[src/rtl/uart_pkg.sv]
// Shared UART constants: byte width, peripheral register map and RX FIFO sizing.
package uart_pkg;

  localparam int UART_DW = 8;

  // Peripheral register map (word offsets decoded by the bus front end)
  localparam logic [3:0] ADDR_TX_DATA   = 4'h0;
  localparam logic [3:0] ADDR_TX_START  = 4'h2;
  localparam logic [3:0] ADDR_TX_READY  = 4'h4;
  localparam logic [3:0] ADDR_RX_STATUS = 4'h6;
  localparam logic [3:0] ADDR_RX_DATA   = 4'h8;
  localparam logic [3:0] ADDR_RX_COUNT  = 4'hA;

  // Default receive buffer geometry
  localparam int RX_FIFO_DEPTH = 8;
  localparam int RX_FIFO_AW    = 3;

  // True when n is a power of two and at least 2
  function automatic bit isValidDepth(input int n);
    return (n >= 2) && ((n & (n - 1)) == 0);
  endfunction

endpackage

[src/rtl/uart_rx_fifo_if.sv]
// Signal bundle between the UART core / peripheral decode and the receive FIFO.
interface uart_rx_fifo_if
  import uart_pkg::*;
#(
  parameter int DW = UART_DW,
  parameter int AW = RX_FIFO_AW
) ();

  logic          rcv;
  logic [DW-1:0] data_rx;
  logic          rd_en;
  logic          clr_ovf;
  logic [DW-1:0] d_out;
  logic          empty;
  logic          full;
  logic [AW:0]   count;
  logic          overflow;

  // Core/peripheral side: supplies bytes and read strobes, observes status
  modport master (
    output rcv, data_rx, rd_en, clr_ovf,
    input  d_out, empty, full, count, overflow
  );

  // FIFO side
  modport slave (
    input  rcv, data_rx, rd_en, clr_ovf,
    output d_out, empty, full, count, overflow
  );

endinterface

[src/rtl/fifo_mem_dp.sv]
// DEPTH x DW register array, one synchronous write port and one registered read port.
// A read and write to the same address in one cycle returns the old contents.
module fifo_mem_dp #(
  parameter int DW    = 8,
  parameter int DEPTH = 8,
  parameter int AW    = 3
) (
  input  logic          clk,
  input  logic          rstn,
  input  logic          i_we,
  input  logic [AW-1:0] i_wrAddr,
  input  logic [DW-1:0] i_wrData,
  input  logic          i_re,
  input  logic [AW-1:0] i_rdAddr,
  output logic [DW-1:0] o_rdData
);

  logic [DW-1:0] r_mem [DEPTH];
  logic [DW-1:0] r_rdData;

  // Storage array: written only on an accepted push, contents are not reset
  always_ff @(posedge clk) begin
    if (i_we) r_mem[i_wrAddr] <= i_wrData;
  end

  // Read register: loads on a pop and otherwise holds the last popped byte
  always_ff @(posedge clk or negedge rstn) begin
    if (!rstn)     r_rdData <= '0;
    else if (i_re) r_rdData <= r_mem[i_rdAddr];
  end

  assign o_rdData = r_rdData;

endmodule

[src/rtl/uart_rx_fifo.sv]
// Receive-side byte buffer: captures one byte per rcv high period, pops on rd_en,
// and reports empty/full/count plus a sticky overflow flag.
module uart_rx_fifo
  import uart_pkg::*;
#(
  parameter int DW    = UART_DW,
  parameter int DEPTH = RX_FIFO_DEPTH,
  parameter int AW    = RX_FIFO_AW
) (
  input  logic          clk,
  input  logic          rstn,
  uart_rx_fifo_if.slave bus
);

  logic          r_rcvQ;
  logic [AW-1:0] r_wrPtr;
  logic [AW-1:0] r_rdPtr;
  logic [AW:0]   r_count;
  logic          r_overflow;

  logic          w_push;
  logic          w_pushOk;
  logic          w_pop;
  logic          w_empty;
  logic          w_full;
  logic [DW-1:0] w_rdData;

  assign w_empty  = (r_count == '0);
  assign w_full   = (r_count == (AW + 1)'(DEPTH));
  assign w_push   = bus.rcv & ~r_rcvQ;
  assign w_pop    = bus.rd_en & ~w_empty;
  // A push into a full buffer still fits when a pop frees a slot on the same edge
  assign w_pushOk = w_push & (~w_full | w_pop);

  // Delayed copy of rcv so a long rcv level yields a single push
  always_ff @(posedge clk or negedge rstn) begin
    if (!rstn) r_rcvQ <= 1'b0;
    else       r_rcvQ <= bus.rcv;
  end

  // Write and read pointers wrap naturally at DEPTH
  always_ff @(posedge clk or negedge rstn) begin
    if (!rstn) begin
      r_wrPtr <= '0;
      r_rdPtr <= '0;
    end else begin
      if (w_pushOk) r_wrPtr <= r_wrPtr + AW'(1);
      if (w_pop)    r_rdPtr <= r_rdPtr + AW'(1);
    end
  end

  // Occupancy: +1 per accepted push, -1 per pop
  always_ff @(posedge clk or negedge rstn) begin
    if (!rstn) r_count <= '0;
    else       r_count <= r_count + (AW + 1)'(w_pushOk) - (AW + 1)'(w_pop);
  end

  // Sticky overflow: set on a dropped byte, set takes priority over clear
  always_ff @(posedge clk or negedge rstn) begin
    if (!rstn)                         r_overflow <= 1'b0;
    else if (w_push && !w_pushOk)      r_overflow <= 1'b1;
    else if (bus.clr_ovf)              r_overflow <= 1'b0;
  end

  fifo_mem_dp #(
    .DW    (DW),
    .DEPTH (DEPTH),
    .AW    (AW)
  ) u_mem (
    .clk      (clk),
    .rstn     (rstn),
    .i_we     (w_pushOk),
    .i_wrAddr (r_wrPtr),
    .i_wrData (bus.data_rx),
    .i_re     (w_pop),
    .i_rdAddr (r_rdPtr),
    .o_rdData (w_rdData)
  );

  assign bus.d_out    = w_rdData;
  assign bus.empty    = w_empty;
  assign bus.full     = w_full;
  assign bus.count    = r_count;
  assign bus.overflow = r_overflow;

endmodule

[src/flat_wrapper.sv]
// flat-port wrapper written by rule: the top's interface ports become plain ports
module uart_rx_fifo_flat import uart_pkg::*;
#(
  parameter int DW    = UART_DW,
  parameter int DEPTH = RX_FIFO_DEPTH,
  parameter int AW    = RX_FIFO_AW
)
  (clk, rstn, bus_rcv, bus_data_rx, bus_rd_en, bus_clr_ovf, bus_d_out, bus_empty, bus_full, bus_count, bus_overflow);
  uart_rx_fifo_if #(.DW(DW), .AW(AW)) bus_i ();
  input  logic clk;
  input  logic rstn;
  input wire logic [$bits(bus_i.rcv)-1:0] bus_rcv;
  input wire logic [$bits(bus_i.data_rx)-1:0] bus_data_rx;
  input wire logic [$bits(bus_i.rd_en)-1:0] bus_rd_en;
  input wire logic [$bits(bus_i.clr_ovf)-1:0] bus_clr_ovf;
  output wire logic [$bits(bus_i.d_out)-1:0] bus_d_out;
  output wire logic [$bits(bus_i.empty)-1:0] bus_empty;
  output wire logic [$bits(bus_i.full)-1:0] bus_full;
  output wire logic [$bits(bus_i.count)-1:0] bus_count;
  output wire logic [$bits(bus_i.overflow)-1:0] bus_overflow;
  assign bus_i.rcv = bus_rcv;
  assign bus_i.data_rx = bus_data_rx;
  assign bus_i.rd_en = bus_rd_en;
  assign bus_i.clr_ovf = bus_clr_ovf;
  assign bus_d_out = bus_i.d_out;
  assign bus_empty = bus_i.empty;
  assign bus_full = bus_i.full;
  assign bus_count = bus_i.count;
  assign bus_overflow = bus_i.overflow;
  uart_rx_fifo #(.DW(DW), .DEPTH(DEPTH), .AW(AW)) u_core (.clk(clk), .rstn(rstn), .bus(bus_i));
endmodule
[config.mk]
export PLATFORM = sky130hd
export DESIGN_NAME = uart_rx_fifo_flat
export DESIGN_NICKNAME = d
export VERILOG_FILES = /design/src/rtl/uart_pkg.sv /design/src/rtl/uart_rx_fifo_if.sv /design/src/rtl/fifo_mem_dp.sv /design/src/rtl/uart_rx_fifo.sv /design/src/flat_wrapper.sv
export SDC_FILE = /design/constraint.sdc
export NUM_CORES = 1
export LEC_CHECK = 0
export BUFFER_PORTS_ARGS = -buffer_cell sky130_fd_sc_hd__buf_2
export CORE_MARGIN = 4
export CORE_UTILIZATION = 63
export DETAILED_ROUTE_END_ITERATION = 16
export PLACE_DENSITY_LB_ADDON = 0.15
export SYNTH_ARGS = -nofsm -noshare
export SYNTH_HDL_FRONTEND = slang
export SYNTH_SLANG_ARGS = --single-unit
export TNS_END_PERCENT = 30
[constraint.sdc]
create_clock -name clk -period 3.66 [get_ports clk]
set_input_delay 0.549 -clock clk [delete_from_list [all_inputs] [get_ports clk]]
set_output_delay 0.549 -clock clk [all_outputs]
set_load 0.01 [all_outputs]
# After elaboration in Yosys (flattened, before gate mapping)
# Memory sizes are Yosys's and may differ from the RTL's. A register that Yosys moved wholly into a read port is not among the register bits.
# Index checks and enable logic that the tools add are counted.
[totals]
elab_cells = 27
n_memories = 1
output_inout_bits = 15
input_bits = 13
regBits = 12
ramBits = 64
[mem_list]
columns = ["memory", "words", "width", "rd", "rd_ports_with_merged_regs", "write_ports", "line", "rtl"]
rows = [
  ["u_core.u_mem.r_mem", 8, 8, 1, 1, 1, "fifo_mem_dp.sv:18", "logic [DW-1:0] r_mem [DEPTH];"],
]
[op_classes]
mux = 4
eq_ne = 1
addsub = 4
reduce_logical = 5
bitwise = 7
[op_table]
columns = ["operator", "n"]
rows = [
  ["adder 3 x 1 -> 3 bit, second input constant", 2],
  ["adder 4 x 1 -> 4 bit", 1],
  ["== test 4 bit, second input constant", 1],
  ["logical NOT 4 bit", 1],
  ["2-to-1 mux 1 bit", 4],
  ["subtractor 4 x 1 -> 4 bit", 1],
  ["AND 1 bit", 3],
  ["NOT 1 bit", 3],
  ["logical NOT 1 bit", 2],
  ["nonzero test 2 bit", 1],
  ["logical AND 1 bit", 1],
  ["bitwise OR 1 bit", 1],
]

# Longest topological paths before layout
# Gate-level depths: netlist of run 1.
[logic_depth]
depth_word = 8
ltp_mapped = 12
mapped_depth_nobuf = 11

# Cells and area by module
# A second synthesis of run 1 with hierarchy kept.
[hier_totals]
hier_cells = 223
area_unflattened_um2 = 3505.9
[modules_own_cells]
columns = ["module", "area_each_um2", "instances", "cells_per_inst", "seq_area_each_um2"]
rows = [
  ["fifo_mem_dp", 2861.5, 1, 169, 2122.0],
  ["uart_rx_fifo", 644.4, 1, 54, 300.3],
]

# Least setup slack after synthesis of run 1
# OpenSTA, ideal clock, no wires.
[synth_path]
path_kind = "reg-to-reg"
startpoint = "register u_core.r_count[2], in the netlist u_core.bus.count[2]"
endpoint = "register u_core.r_count[2], in the netlist u_core.bus.count[2]"
setup_slack_ns = 1.336
path_buffers = 1
setup_time_ns = 0.123
required_ns = 3.537
stages_incl_launch_ff = 13
period_less_slack_ns = 2.324
arrival_time_ns = 2.202
path_cell_list = "dfrtp_1 inv_1 ha_1 nor3b_1 nand2b_1 buf_2 inv_1 ha_1 inv_1 ha_1 inv_1 fa_1 xnor2_1"
[synth_between]
elab_chain_len = 7
word_cells_on_any_way = 9
classes_between = "add/sub (2); eq/ne (1); bitwise (5); reduce/logical (1)"
[synth_lines]
columns = ["element", "line", "rtl"]
rows = [
  ["start, declared", "uart_rx_fifo.sv:18", "logic [AW:0] r_count;"],
  ["start signal, assigned", "uart_rx_fifo.sv:55", "else r_count <= r_count + (AW + 1)'(w_pushOk) - (AW + 1)'(w_pop);"],
  ["logical NOT 4 bit *", "uart_rx_fifo.sv:28", "assign w_empty = (r_count == '0);"],
  ["NOT 1 bit *", "uart_rx_fifo.sv:31", "assign w_pop = bus.rd_en & ~w_empty;"],
  ["AND 1 bit *", "uart_rx_fifo.sv:31", ""],
  ["net u_core.u_mem.i_re", "fifo_mem_dp.sv:13", "input logic i_re,"],
  ["bitwise OR 1 bit", "uart_rx_fifo.sv:33", "assign w_pushOk = w_push & (~w_full | w_pop);"],
  ["AND 1 bit", "uart_rx_fifo.sv:33", ""],
  ["adder 4 x 1 -> 4 bit", "uart_rx_fifo.sv:55", ""],
  ["subtractor 4 x 1 -> 4 bit *", "uart_rx_fifo.sv:55", ""],
]
# Mark *: on every way through the listed nets, which the timed path passes. The rest lies on a longest branch.
# A chain may end at the register's enable or synchronous reset.

# Worst setup path after layout of run 1
[layout_path]
startpoint = "register u_core.r_count[2], in the netlist u_core.bus.count[2]"
endpoint = "register u_core.r_count[1], in the netlist u_core.bus.count[1]"
# Same word-level chain as after synthesis.

==> results of run 1 <==
## how the worst min path moves through the flow
stage                                     to  depth (start not counted)
floorplan                u_core.bus.count[0]                          0
global placement         u_core.bus.overflow                          1
detailed placement       u_core.bus.overflow                          1
CTS                      u_core.bus.overflow                          1
global route             u_core.bus.overflow                          1
finish              u_core.u_mem.o_rdData[7]                          1
## cells by family after synthesis
logic type	Yosys count	synth area share (%)
flops	84	70.0
mux	34	10.6
buf+inv	22	3.00
xor+xnor	6	1.52
fa+ha+maj	9	3.47
simple gates	22	3.47
compound gates	38	7.89
## cell usage after synthesis, drive strengths merged, types with 5 or more instances
master and count:
o31ai 8, nor2 5, dfrtp 20, o21ai 9, edfxtp 64, mux2 18, ha 8, mux2i 16
xnor2 5, buf 8, o22ai 8, a22o 9, inv 13
## sequential cells by signal (all words and copies together) (netlist names)
| register | count |
|---|---|
| u_core.u_mem.r_mem | 64 |
| u_core.r_rcvQ | 1 |
| u_core.bus.overflow | 1 |
| u_core.bus.count | 4 |
| u_core.u_mem.o_rdData | 8 |
| u_core.r_wrPtr | 3 |
| u_core.r_rdPtr | 3 |
## layout make-up
class / count / share of cell area, %
multi-input combinational: 109 / 24.2
inverter: 13 / 1.27
timing repair buffer: 32 / 4.49
clock buffer: 11 / 3.41
tap: 70 / 2.28
clock inverter: 5 / 1.37
sequential: 84 / 63.0
## power by group through the flow
stage	clock (uW)	combinational, uW	sequential [uW]
global placement	0	893	1310
floorplan	0	655	1330
CTS	628	954	1310
finish	620	948	1310
detailed placement	0	939	1330
global route	670	1030	1330
## metrics by stage
stage / power, uW / cell area [um^2] / hold WS, ns / instances
finish: 2880 / 3850 / 0.153 / 324
detailed placement: 2270 / 3660 / 0.495 / 308
global placement: 2210 / 3660 / 0.492 / 308
floorplan: 1990 / 3460 / 0.253 / 215
CTS: 2890 / 3850 / 0.155 / 324
global route: 3030 / 3850 / 0.191 / 324
## per-layer routing
layer  global-route usage (%)  up-vias  share of wire [%]
met3                     4.34       11                4.0
li1                         -      884                  -
met2                     35.7       51                 50
met1                     30.8      973                 45
met4                     8.47        0                1.4
met5                        0        -                  0
==> impl_results.md, run 1 <==
- Post-route DRC: 0
- First-pass GRT wire length: 10600 um
- Synth Register Bits: 84
- Slew HR: 30.2%
- Synth top area cells: edfxtp_1 56%, dfrtp_1 14%, mux2_2 5.5%
- Final core utilization: 73.9%
- Row count: 26
- I/O pin cnt: 28
- P_int: 1930 uW
- Die Y: 82.1 um
- R2R depth: 12
- Die W: 82.1 um
- WP data arrival: 3.01 ns
- Final Hold Vio Count: 0
- WP depth: 12
- Worst-path clk slew: 0.08 ns
- Post-cts resize count: 0
- Crit-path cells: inv_1 -> ha_1 -> nor3b_1 -> buf_4 -> nand2b_1 -> inv_1 -> ha_1 -> inv_1 -> ha_1 -> inv_1 -> fa_1 -> inv_1
- DRT antenna net count: 0
- Total iterations of the first detailed-routing run: 4
- Max Buffers Root-to-Sink: 2
- CP required: 3.90 ns
- Flop pwr share: 45.6%
- Syn_nets: 237
- Layout cells sized above 1: 25.6%
- Clock power frac: 21.5%
- Commonest cells after routing, fill and taps aside: 64 x edfxtp_1, 27 x buf_2, 20 x dfrtp_1
- Outcome: complete, no violations
- Worst slack at placement: 0.925 ns
- Core area: 5200 um^2
- Routed WL: 6690 um
- Area grow syn2layout: 11.3%
- Crit Reg-Reg Endpoint: u_core.bus.count[1]
- Sw Pwr: 953 uW
- Worst Slack Setup Final: 0.893 ns
- DR vias: 1919
- CTS Buf Count: 9
- Antenna cells: 0
- Maximum vdd drop: 484 uV
- Worst setup startpoint: u_core.bus.count[2]
- P_leak: 0.00149 uW
- Nets: 271
- Final min period: 2.77 ns
- Die area: 6740 um^2
- IO buf count: 27
- R2r setup slk: 0.89 ns
- R2r startpoint: u_core.bus.count[2]
- TritonCTS clock tree: yes
- Total track usage: 22.4%
- Worst Path Buf+Inv: 6
- CP peak stage delay: 0.48 ns
- Critical Path Sink Type: flip-flop
- Gate power share: 32.9%
- Distinct cell type count after synthesis: 32
- Pin count of the biggest net entering global routing: 35
- # setup viols final: 0
- Initial antenna violation count: 0
- Post-synthesis async set-or-reset flop share: 23.8%
- Synthesized area: 3460 um^2
- Max-cap violation count: 0
- Yosys warnings: 0
- Max Clock Skew: 0.00520 ns
- Peak Freq: 0.361 GHz
- Top cell type's share of synthesized area: 55.6%
- Vias per Instance: 5.92
- Placer's final routability congestion estimate: 0.827
- Synth Instances: 215
- CP Capture Point: u_core.bus.count[1]
- Fillers: 324
- CP dominant cell by count: inv_1
- WL/cell: 20.6 um
- Skew-Pair Late Insertion Delay: 0.34 ns
- Cell family with most CP delay: adder cells
- PD cells: 749 nW/um^2
- Max-slew violations: 0
- Mapped Avg Cell Area: 16.1 um^2
- Crit Path Category: reg2reg
- Grt ovf: 0
- CTS root buffer: clkbuf_8
- Hold Buf Count CTS: 0
- Register area: 2420 um^2
- Worst hold path type: in2async
- Vias in the first global route: 1981
- CP Launch Type: flip-flop
- Worst slew pin tran: 1.04 ns
- Final period util: 75.6%
- Hpwl dp: 4600 um
- Setup Buffers After CTS: 0
- Main synth FF type: edfxtp_1
- Unrepaired setup endpoints after global routing: false
- Net Sw Frac: 33.1%
- Initial DRC Count: 137
- Largest area contributor in the netlist: edfxtp_1
- CP max-delay cell: fa_1
- Commonest non-fill, non-tap cell in the layout: edfxtp_1
- Setup_tns: 0 ns
- CP Max Fanout: 11
- CTS Sinks: 84
- Multi-input gate area: 932 um^2
- Post-synth EDFFs: 64
- H-tree level count: 3
- Initial Utilization: 66.4%
- Sequential area share after synthesis: 70.0%
Note: power is estimated with default switching activity, not from simulation.
==> run 2, diff against run 1 <==
- ABC_AREA: not set -> 1
- CORE_UTILIZATION: 63 -> 53
- clock period: 3.66 -> 2.5 ns (I/O delays scaled with it)
==> run 2 against run 1 <==
Effect of this change:
- synthesized area up 6.7%
- critical path depth down 1
- cell area up 7.7%
- total power up 48%
- die area up 24%
- routed wire length up 16%
- sequential share of layout area down 4.5 points
- combinational power up 55%
- worst hold slack better by 0.026 ns
==> impl_results.md, run 2 <==
- Outcome: complete, no violations
- Commonest cells after routing, fill and taps aside: 115 x nand2_1, 64 x edfxtp_1, 61 x inv_1
- Synth Register Bits: 84
- DR vias: 2454
- Slew HR: 62.0%
- CP peak stage delay: 0.38 ns
- Top Metal Used: met4
- # setup viols final: 0
- Core area: 6790 um^2
- Yosys warnings: 0
- Hold path startpoint: bus_rcv
- Multiplexer share of the synthesized area: 0%
- Commonest non-fill, non-tap cell in the layout: nand2_1
- Final period util: 83.0%
- Initial antenna violation count: 0
- IO buf count: 27
- Worst Hold Path EP: u_core.r_rcvQ
- Row count: 30
- Hold Crit Depth: 1
- CP required: 2.74 ns
- Hpwl dp: 5270 um
- Setup Buffers After CTS: 0
- Die W: 91.4 um
- Worst slew pin tran: 0.568 ns
- Total power: 4280 uW
- CTS Sinks: 84
- Cell family with most CP delay: adder cells
- Crit Path Category: reg2reg
- Mapped Avg Cell Area: 10.3 um^2
- R2r startpoint: u_core.bus.count[2]
- Metal3 WL: 475 um
- Unrepaired setup endpoints after global routing: false
- Maximum vdd drop: 425 uV
- TritonCTS clock tree: yes
- CTS Buf Count: 9
- Synthesized area: 3690 um^2
- First-pass GRT wire length: 12100 um
- Largest family of logic cells by synthesized area: simple AND/OR/NAND/NOR gates
- P_leak: 0.00192 uW
- Top cell type's share of synthesized area: 52.1%
- Antenna cells: 0
- Total track usage: 19.8%
- Post-synthesis async set-or-reset flop share: 23.8%
- Synth top area cells: edfxtp_1 52%, dfrtp_1 14%, nand2_1 12%
- WP data arrival: 2.31 ns
- Main synth FF type: edfxtp_1
- Die Y: 91.4 um
- Post-Synth Simple-Gate Area: 20.2%
- Post-Synth XOR/XNOR Area: 1.19%
- Grt ovf: 0
- R2R depth: 11
- Worst setup startpoint: u_core.bus.count[2]
- Reg with most FFs: u_core.u_mem.r_mem
- Worst Slack Setup Final: 0.424 ns
- Worst hold path type: in2reg
- CP max-delay cell: dfrtp_1
- Met2 routed WL: 3750 um
- Worst slack at placement: 0.417 ns
- Vias per Instance: 4.95
- DRT antenna net count: 0
- Worst Path Buf+Inv: 4
- I/O pin cnt: 28
- Most common cell in the netlist: nand2_1
- Pin count of the biggest net entering global routing: 34
- Largest area contributor in the netlist: edfxtp_1
- Nets: 417
- Final min period: 2.08 ns
- Critical Path Sink Type: flip-flop
- CTS root buffer: clkbuf_8
- Post-synth top cells: 115 x nand2_1, 64 x edfxtp_1, 61 x inv_1, 49 x nand3_1, 20 x dfrtp_1
- CP dominant cell by count: inv_1
- Met1 wire length: 3420 um
- Peak Freq: 0.482 GHz
- Setup_tns: 0 ns
- Sequential area share after synthesis: 65.6%
- Worst-path clk slew: 0.08 ns
- CP Max Fanout: 5
- Synth Instances: 357
- Initial Utilization: 54.3%
- Crit Reg-Reg Endpoint: u_core.bus.count[2]
- Syn_nets: 379
- Total iterations of the first detailed-routing run: 5
- Placer's final routability congestion estimate: 0.816
- Post-synth EDFFs: 64
- Max Buffers Root-to-Sink: 2
- Initial DRC Count: 169
- Final core utilization: 61.0%
- Area grow syn2layout: 12.3%
- Adder-cell share of the synthesized area: 3.26%
- Crit-path cells: inv_1 -> ha_1 -> nand3_2 -> nand2_2 -> inv_1 -> ha_1 -> inv_1 -> ha_1 -> inv_1 -> fa_1 -> xnor2_1
- Final Hold Vio Count: 0
- Skew-Pair Late Insertion Delay: 0.35 ns
- R2r setup slk: 0.42 ns
- Post-route DRC: 0
- Compound-gate portion of the synthesized area: 0.882%
- CP Launch Type: flip-flop
- Max Clock Skew: 0.0108 ns
- Largest register FFs: 64
- WL/cell: 15.6 um
- Max-slew violations: 0
- Vias in the first global route: 2276
- Distinct cell type count after synthesis: 21
- Max-cap violation count: 0
- Die area: 8360 um^2
- Routed WL: 7740 um
- H-tree level count: 3
- Layout cells sized above 1: 14.8%
- PD cells: 1030 nW/um^2
==> run 2: changes by cell type after synthesis, sizes merged, moves of 5 or more <==
| cell | change |
|---|---|
| nand2 | +114 |
| inv | +52 |
| nand3 | +51 |
| mux2 | -18 |
| mux2i | -16 |
| a22o | -9 |
| o21ai | -8 |
| o31ai | -8 |
| o22ai | -7 |
| buf | +5 |
==> run 2: worst register-to-register path: stages, from the launching register on <==
cell     delay, ns
dfrtp_1       0.38
inv_1         0.10
ha_1          0.17
nand3_2       0.09
nand2_2       0.13
inv_1         0.07
ha_1          0.26
inv_1         0.05
ha_1          0.15
inv_1         0.05
fa_1          0.37
xnor2_1       0.14
==> run 2: metrics by stage <==
stage / cell area [um^2] / cells / hold WS [ns]
floorplan: 3690 / 357 / 0.0794
global placement: 3960 / 479 / 0.351
detailed placement: 3960 / 479 / 0.353
CTS: 4150 / 496 / 0.163
global route: 4150 / 496 / 0.159
finish: 4150 / 496 / 0.179
==> run 2: per-layer routing <==
| metal | track usage [%] | vias to the layer above |
|---|---|---|
| li1 | - | 1207 |
| met1 | 27.8 | 1133 |
| met2 | 31.1 | 103 |
| met3 | 4.39 | 11 |
| met4 | 5.40 | 0 |
| met5 | 0 | - |
==> run 2: layout make-up <==
class                           count  area, um^2
Clock inverter                      2        35.0
Timing Repair Buffer               40         235
Tap cell                           96         120
Inverter                           66         248
Fill cell                         582        2650
Clock buffer                       14         143
Sequential cell                    84        2420
Multi-Input combinational cell    194         942
==> run 2: cells by family (layout without fill, tap and decap cells) <==
group,Yosys count,in the layout
buffers and inverters,79,122
flip-flops,84,84
AND/OR/NAND/NOR,176,176
XOR/XNOR,5,5
adder cells (fa/ha/maj),9,9
AO/OA/AOI/OAI,4,4
==> run 2: worst max path at each step <==
stage | to | cells after the start
2_1_floorplan | u_core.bus.count[2] | 12
3_3_place_gp | u_core.bus.count[1] | 11
3_5_place_dp | u_core.bus.count[2] | 11
4_1_cts | u_core.bus.count[2] | 11
5_1_grt | u_core.bus.count[2] | 11
6_report | u_core.bus.count[2] | 11
==> run 2: repair_timing <==
action                                 in CTS  in global routing
gates resized for setup                     0                  0
hold buffers                                1                  0
endpoints found under the hold margin      20                  0
==> run 2: power by group <==
part	leakage [uW]	switching, uW	internal, uW
Clock	0.0000887	450	463
Sequential	0.000820	173	1720
Combinational	0.00102	941	526
